### config.mk
export PLATFORM = sky130hd
export DESIGN_NAME = sfifo_fwft_stage
export DESIGN_NICKNAME = d
export VERILOG_FILES = /design/src/rtl/sfifo_fwft_stage_pkg.sv /design/src/rtl/sfifo_skid_buf.sv /design/src/rtl/sfifo_fwft_stage.sv
export SDC_FILE = /design/constraint.sdc
export NUM_CORES = 1
export LEC_CHECK = 0
export BUFFER_PORTS_ARGS = -buffer_cell sky130_fd_sc_hd__buf_2
export CORE_MARGIN = 2
export CORE_UTILIZATION = 45
export DETAILED_ROUTE_END_ITERATION = 6
export HOLD_SLACK_MARGIN = 0.02
export PLACE_DENSITY_LB_ADDON = 0.3
export SYNTH_ARGS = -nofsm -noshare
export SYNTH_HDL_FRONTEND = slang
export SYNTH_HIERARCHICAL = 1
export SYNTH_SLANG_ARGS = --single-unit
### constraint.sdc
create_clock -name clk -period 1.83 [get_ports clk]
set_clock_uncertainty 0.1 [all_clocks]
set_input_delay 0.366 -clock clk [delete_from_list [all_inputs] [get_ports clk]]
set_output_delay 0.366 -clock clk [all_outputs]
set_load 0.05 [all_outputs]
### src/rtl/sfifo_fwft_stage_pkg.sv
// Shared definitions for the synchronous FIFO read-side output stage:
// legal read-latency range and a constant-friendly ceiling log2.
package sfifo_fwft_stage_pkg;

   localparam int RdLatencyMin = 1;
   localparam int RdLatencyMax = 2;

   // Smallest width w such that 2**w >= value; usable in parameter expressions.
   function automatic int clog2(input int value);
      int width;
      width = 0;
      while ((1 << width) < value) begin
         width++;
      end
      return width;
   endfunction

endpackage

### src/rtl/sfifo_skid_buf.sv
// Small circular skid buffer: Depth registered words, wrapping write/read
// indices and an occupancy count. The head word is always visible on rd_data.
module sfifo_skid_buf
   import sfifo_fwft_stage_pkg::*;
#(
   parameter int DataWidth = 8,
   parameter int Depth = 3,
   localparam int IdxWidth = (clog2(Depth) < 1) ? 1 : clog2(Depth),
   localparam int CntWidth = clog2(Depth + 1)
) (
   input  logic                 clk,
   input  logic                 reset,
   input  logic                 wr_en,
   input  logic [DataWidth-1:0] wr_data,
   input  logic                 rd_en,
   output logic [DataWidth-1:0] rd_data,
   output logic [CntWidth-1:0]  count
);

   localparam logic [IdxWidth-1:0] LastIdx = IdxWidth'(Depth - 1);
   localparam logic [CntWidth-1:0] FullCount = CntWidth'(Depth);

   logic [DataWidth-1:0] mem [Depth];
   logic [IdxWidth-1:0]  wr_idx;
   logic [IdxWidth-1:0]  rd_idx;

   // Storage is cleared on reset so the head word reads as zero until the first capture.
   always_ff @(posedge clk) begin
      if (reset) begin
         wr_idx <= '0;
         rd_idx <= '0;
         count  <= '0;
         for (int i = 0; i < Depth; i++) begin
            mem[i] <= '0;
         end
      end else begin
         if (wr_en) begin
            assert (count != FullCount);
            mem[wr_idx] <= wr_data;
            wr_idx      <= (wr_idx == LastIdx) ? '0 : wr_idx + 1'b1;
         end
         if (rd_en) begin
            assert (count != '0);
            rd_idx <= (rd_idx == LastIdx) ? '0 : rd_idx + 1'b1;
         end
         case ({wr_en, rd_en})
            2'b10:   count <= count + 1'b1;
            2'b01:   count <= count - 1'b1;
            default: count <= count;
         endcase
      end
   end

   assign rd_data = mem[rd_idx];

endmodule

### src/rtl/sfifo_fwft_stage.sv
// First-word-fall-through output stage: prefetches from a registered-read RAM
// using a credit scheme so the consumer sees one word per cycle without bubbles.
module sfifo_fwft_stage
   import sfifo_fwft_stage_pkg::*;
#(
   parameter int DataWidth = 8,
   parameter int RdLatency = 1,
   localparam int SkidDepth = RdLatency + 2,
   localparam int CntWidth = clog2(SkidDepth + 1)
) (
   input  logic                 clk,
   input  logic                 reset,
   input  logic                 FIFOEmpty,
   output logic                 FIFORdReq,
   input  logic [DataWidth-1:0] RdData,
   output logic [DataWidth-1:0] DataOut,
   output logic                 OutValid,
   input  logic                 OutReady,
   output logic [CntWidth-1:0]  BufCount
);

   localparam logic [CntWidth:0] CreditLimit = (CntWidth + 1)'(SkidDepth);
   localparam bit LatencyLegal = (RdLatency >= RdLatencyMin) && (RdLatency <= RdLatencyMax);

   logic [RdLatency-1:0] inflight;
   logic [CntWidth-1:0]  inflight_cnt;
   logic [CntWidth:0]    credit_used;
   logic                 issue;
   logic                 pop;
   logic                 capture;

   // Every word either buffered or still travelling through the RAM consumes a credit,
   // so a capture can never find the buffer full. OutReady deliberately plays no part here.
   assign inflight_cnt = CntWidth'($countones(inflight));
   assign credit_used  = {1'b0, BufCount} + {1'b0, inflight_cnt};
   assign FIFORdReq    = !reset && !FIFOEmpty && (credit_used < CreditLimit);
   assign issue        = FIFORdReq && !FIFOEmpty;
   assign capture      = inflight[RdLatency-1];
   assign OutValid     = (BufCount != '0);
   assign pop          = OutValid && OutReady;

   if (RdLatency == 1) begin : g_pipe_single
      always_ff @(posedge clk) begin
         if (reset) begin
            inflight <= '0;
         end else begin
            inflight <= issue;
         end
      end
   end else begin : g_pipe_multi
      always_ff @(posedge clk) begin
         if (reset) begin
            inflight <= '0;
         end else begin
            inflight <= {inflight[RdLatency-2:0], issue};
         end
      end
   end

   always_ff @(posedge clk) begin
      if (!reset) begin
         assert (LatencyLegal);
      end
   end

   sfifo_skid_buf #(
      .DataWidth(DataWidth),
      .Depth    (SkidDepth)
   ) u_skid_buf (
      .clk    (clk),
      .reset  (reset),
      .wr_en  (capture),
      .wr_data(RdData),
      .rd_en  (pop),
      .rd_data(DataOut),
      .count  (BufCount)
   );

endmodule

==> impl_metrics.csv <==
group,metric,value,unit
run_status,status,"finished, violations left",
run_status,violations,"setup timing",
hold_path,hold_depth,1,
route,drtAntennaViolNets,0,
setup_path,arrival,1.52,ns
finish,area_growth,21.9,%
setup_path,r2r_setup_slack,0.12,ns
timing,setup_violations,9,
hold_path,min_from,"RdData[3]",
route,via_per_inst,5.17,
finish,finish.utilization,58.2,%
setup_path,start_kind,"flip-flop",
power_and_ir_drop,vdd_drop_max,0.000733,V
setup_path,crit_family,"adder cells",
route,drtIter0Drc,34,
setup_path,crit_slowest_cell,"dfxtp_4",
route,drc_errors,0,
clock_network,numCtsBuffers,5,
clock_network,cts_hold_buf,0,
clock_network,post_cts_buffers,0,
route,firstDrtPassIters,4,
setup_path,crit_top_cell,"ha_4",
power_and_ir_drop,power_density,1210,nW/um^2
floorplan,core,3720,sq um
route,vias,1018,
timing,fin_crit,1.98,ns
clock_network,clock-sinks,41,
setup_path,critPathBufInv,1,
floorplan,die_h,66.8,microns
setup_path,rr_worst_depth,3,
grt,antenna_found_initial,0,
timing,rsz0062_at_grt,"true",
timing,worstMarginPinSlew,0.879,ns
floorplan,num_io_pins,24,
route,wl_per_cell,15.9,microns
clock_network,clock_path_buffers,2,
finish,drive_gt1_share,38.9,%
yosys,synth_warnings,6,
flow_run,cap_viol_max_count,0,
yosys,synth.avg_cell_area,15.6,sq um
placement,portBuffers,23,
yosys,syn_area,1780,sq um
hold_path,worstHoldEndpoint,"u_skid_buf/mem[3][3]",
placement,globalplace.congestion,0.744,
timing,period_share,108,%
setup_path,critPathMaxFanout,2,
clock_network,clockRootBuffer,"clkbuf_8",
setup_path,worstSetupEndpointType,"primary output",
clock_network,clkLatencyLatePin,0.29,ns
setup_path,cpPeakStageDelay,0.35,ns
floorplan,die-width,66.8,microns
route,wl,3.14,mm
grt,grtUsageTotal,16.4,%
hold_path,hp-class,"primary input to flip-flop",
placement,post-dp-hpwl,2.10,mm
setup_path,critical_path_class,"flip-flop to primary output",
clock_network,clk_pin_slew,0.08,ns
yosys,ys_ff_latch,41,
grt,grt_pass1_vias,1031,
timing,fmaxAchievable,504,MHz
floorplan,start_util,47.8,%
finish,final_area,2160,sq um
clock_network,h-tree-depth,2,
finish,nets,163,
timing,layout_setup_ws,-0.154,ns
yosys,ys_seq_area_share,64.3,%
setup_path,crit_chain,"ha_4, ha_4, a2111oi_4, buf_6",
timing,slew_violations,0,
yosys,synthCells,114,
clock_network,cts_tree,"built",
placement,place_area,2050,sq um
grt,grt_start_max_net_pins,15,
timing,slew_headroom,41.3,%
yosys,syn-num-nets,129,
setup_path,rr_startpoint,"capture",
floorplan,dieArea,4460,sq um
yosys,yosys.cell_types.count,28,
grt,grt_pass1_wl,5.03,mm
setup_path,cp.required,1.36,ns
finish,nFillCells,321,
floorplan,row_count,22,
timing,hold_violations,0,
grt,grt_overflow,0,
finish,num_antenna_cells,0,
setup_path,r2r_end,"u_skid_buf/mem[0][1]",
power_and_ir_drop,leakagePower,0.810,nW
==> layer usage <==
metal	track usage (%)	part of all wire, %
met4	6.12	1.6
met2	28.0	53
met5	0	0
met3	5.41	5.6
met1	19.2	40
==> cell type report <==
type	instances	area [sq um]	area share, %
Clock buffer	5	68.8	3.18
Clock inverter	3	17.5	0.809
Inverter	2	7.51	0.347
Multi-Input combinational cell	67	618	28.6
Sequential cell	41	1150	53.1
Tap cell	48	60.1	2.77
Timing Repair Buffer	31	244	11.3
==> flip-flops by register name (all words and copies together) (netlist names), named ones only <==
name and flops:
u_skid_buf/wr_idx 2, u_skid_buf/rd_idx 2, u_skid_buf/mem 32, capture 1, u_skid_buf/count 2
==> kinds of logic (layout without fill, tap and decap cells) <==
group | after synthesis | after routing | synth area share (%)
AND/OR/NAND/NOR | 43 | 43 | 14.5
flip-flops | 41 | 41 | 64.3
AO/OA/AOI/OAI | 10 | 10 | 4.09
multiplexers | 9 | 9 | 12.2
buffers and inverters | 6 | 41 | 1.83
adder cells (fa/ha/maj) | 3 | 3 | 2.11
XOR/XNOR | 2 | 2 | 0.987
==> cell usage in the layout, fill, tap and decap left out, types with 2 or more instances in the layout <==
cell / instances
edfxtp_1: 32
and2_1: 24
buf_2: 14
buf_6: 9
mux4_2: 8
buf_4: 7
nor2_1: 6
clkbuf_8: 5
dfxtp_1: 5
a21oi_1: 4
dfxtp_2: 3
nand2b_1: 3
nand2_1: 3
ha_4: 2
clkinv_2: 2
o21bai_1: 2
inv_1: 2
nor3_2: 2
==> power breakdown <==
part	switching, mW	internal (mW)
Clock	0.298	0.263
Sequential	0.0580	1.09
Combinational	0.536	0.377
==> per-stage QoR <==
stage	std cells	hold WS (ns)	setup slack (ns)	TNS (ns)	total power, mW
after floorplan	114	0.335	-0.209	-0.209	1.80
after global routing	197	0.168	-0.203	-1.46	2.75
after global placement	189	0.371	0.0368	0	1.98
final	197	0.180	-0.154	-0.907	2.62
after detailed placement	189	0.372	0.0257	0	2.01
after CTS	197	0.169	-0.167	-1.16	2.66
==> how the worst max path moves through the flow <==
| stage | cells after the start | slack (ns) | endpoint | from |
|---|---|---|---|---|
| after floorplan | 3 | -0.21 | FIFORdReq | u_skid_buf/count[0] |
| after global placement | 4 | 0.04 | FIFORdReq | capture |
| after detailed placement | 4 | 0.03 | FIFORdReq | capture |
| after CTS | 4 | -0.17 | FIFORdReq | u_skid_buf/count[0] |
| after global routing | 4 | -0.20 | FIFORdReq | u_skid_buf/count[0] |
| final | 4 | -0.15 | FIFORdReq | u_skid_buf/count[0] |
==> synth_stat cells <==
library cell	instances	area (sq um)
nand2_1	3	11.3
buf_6	1	11.3
mux4_2	1	22.5
o21a_1	1	7.51
ha_1	3	37.5
or3_1	1	6.26
and2_1	24	150
inv_1	2	7.51
clkbuf_1	1	3.75
nand2b_1	3	18.8
edfxtp_1	32	961
nor3_2	2	20.0
or2_2	1	6.26
nor3b_1	1	7.51
nor2_1	6	22.5
mux4_1	7	184
mux2i_1	1	10.0
xnor2_1	1	8.76
buf_2	2	10.0
dfxtp_1	9	180
a2111oi_1	1	10.0
o21ai_0	1	5.00
nor2b_1	1	6.26
xor2_1	1	8.76
and3b_1	1	8.76
a2111oi_2	1	15.0
o21bai_1	2	15.0
a21oi_1	4	20.0
==> what timing repair did <==
action,4_1_cts,5_1_grt
pin swaps,1,0
setup endpoints to repair,9,9
hold endpoints to repair,0,0
gates resized for setup,27,0
Power figures use the tool's default switching activity.
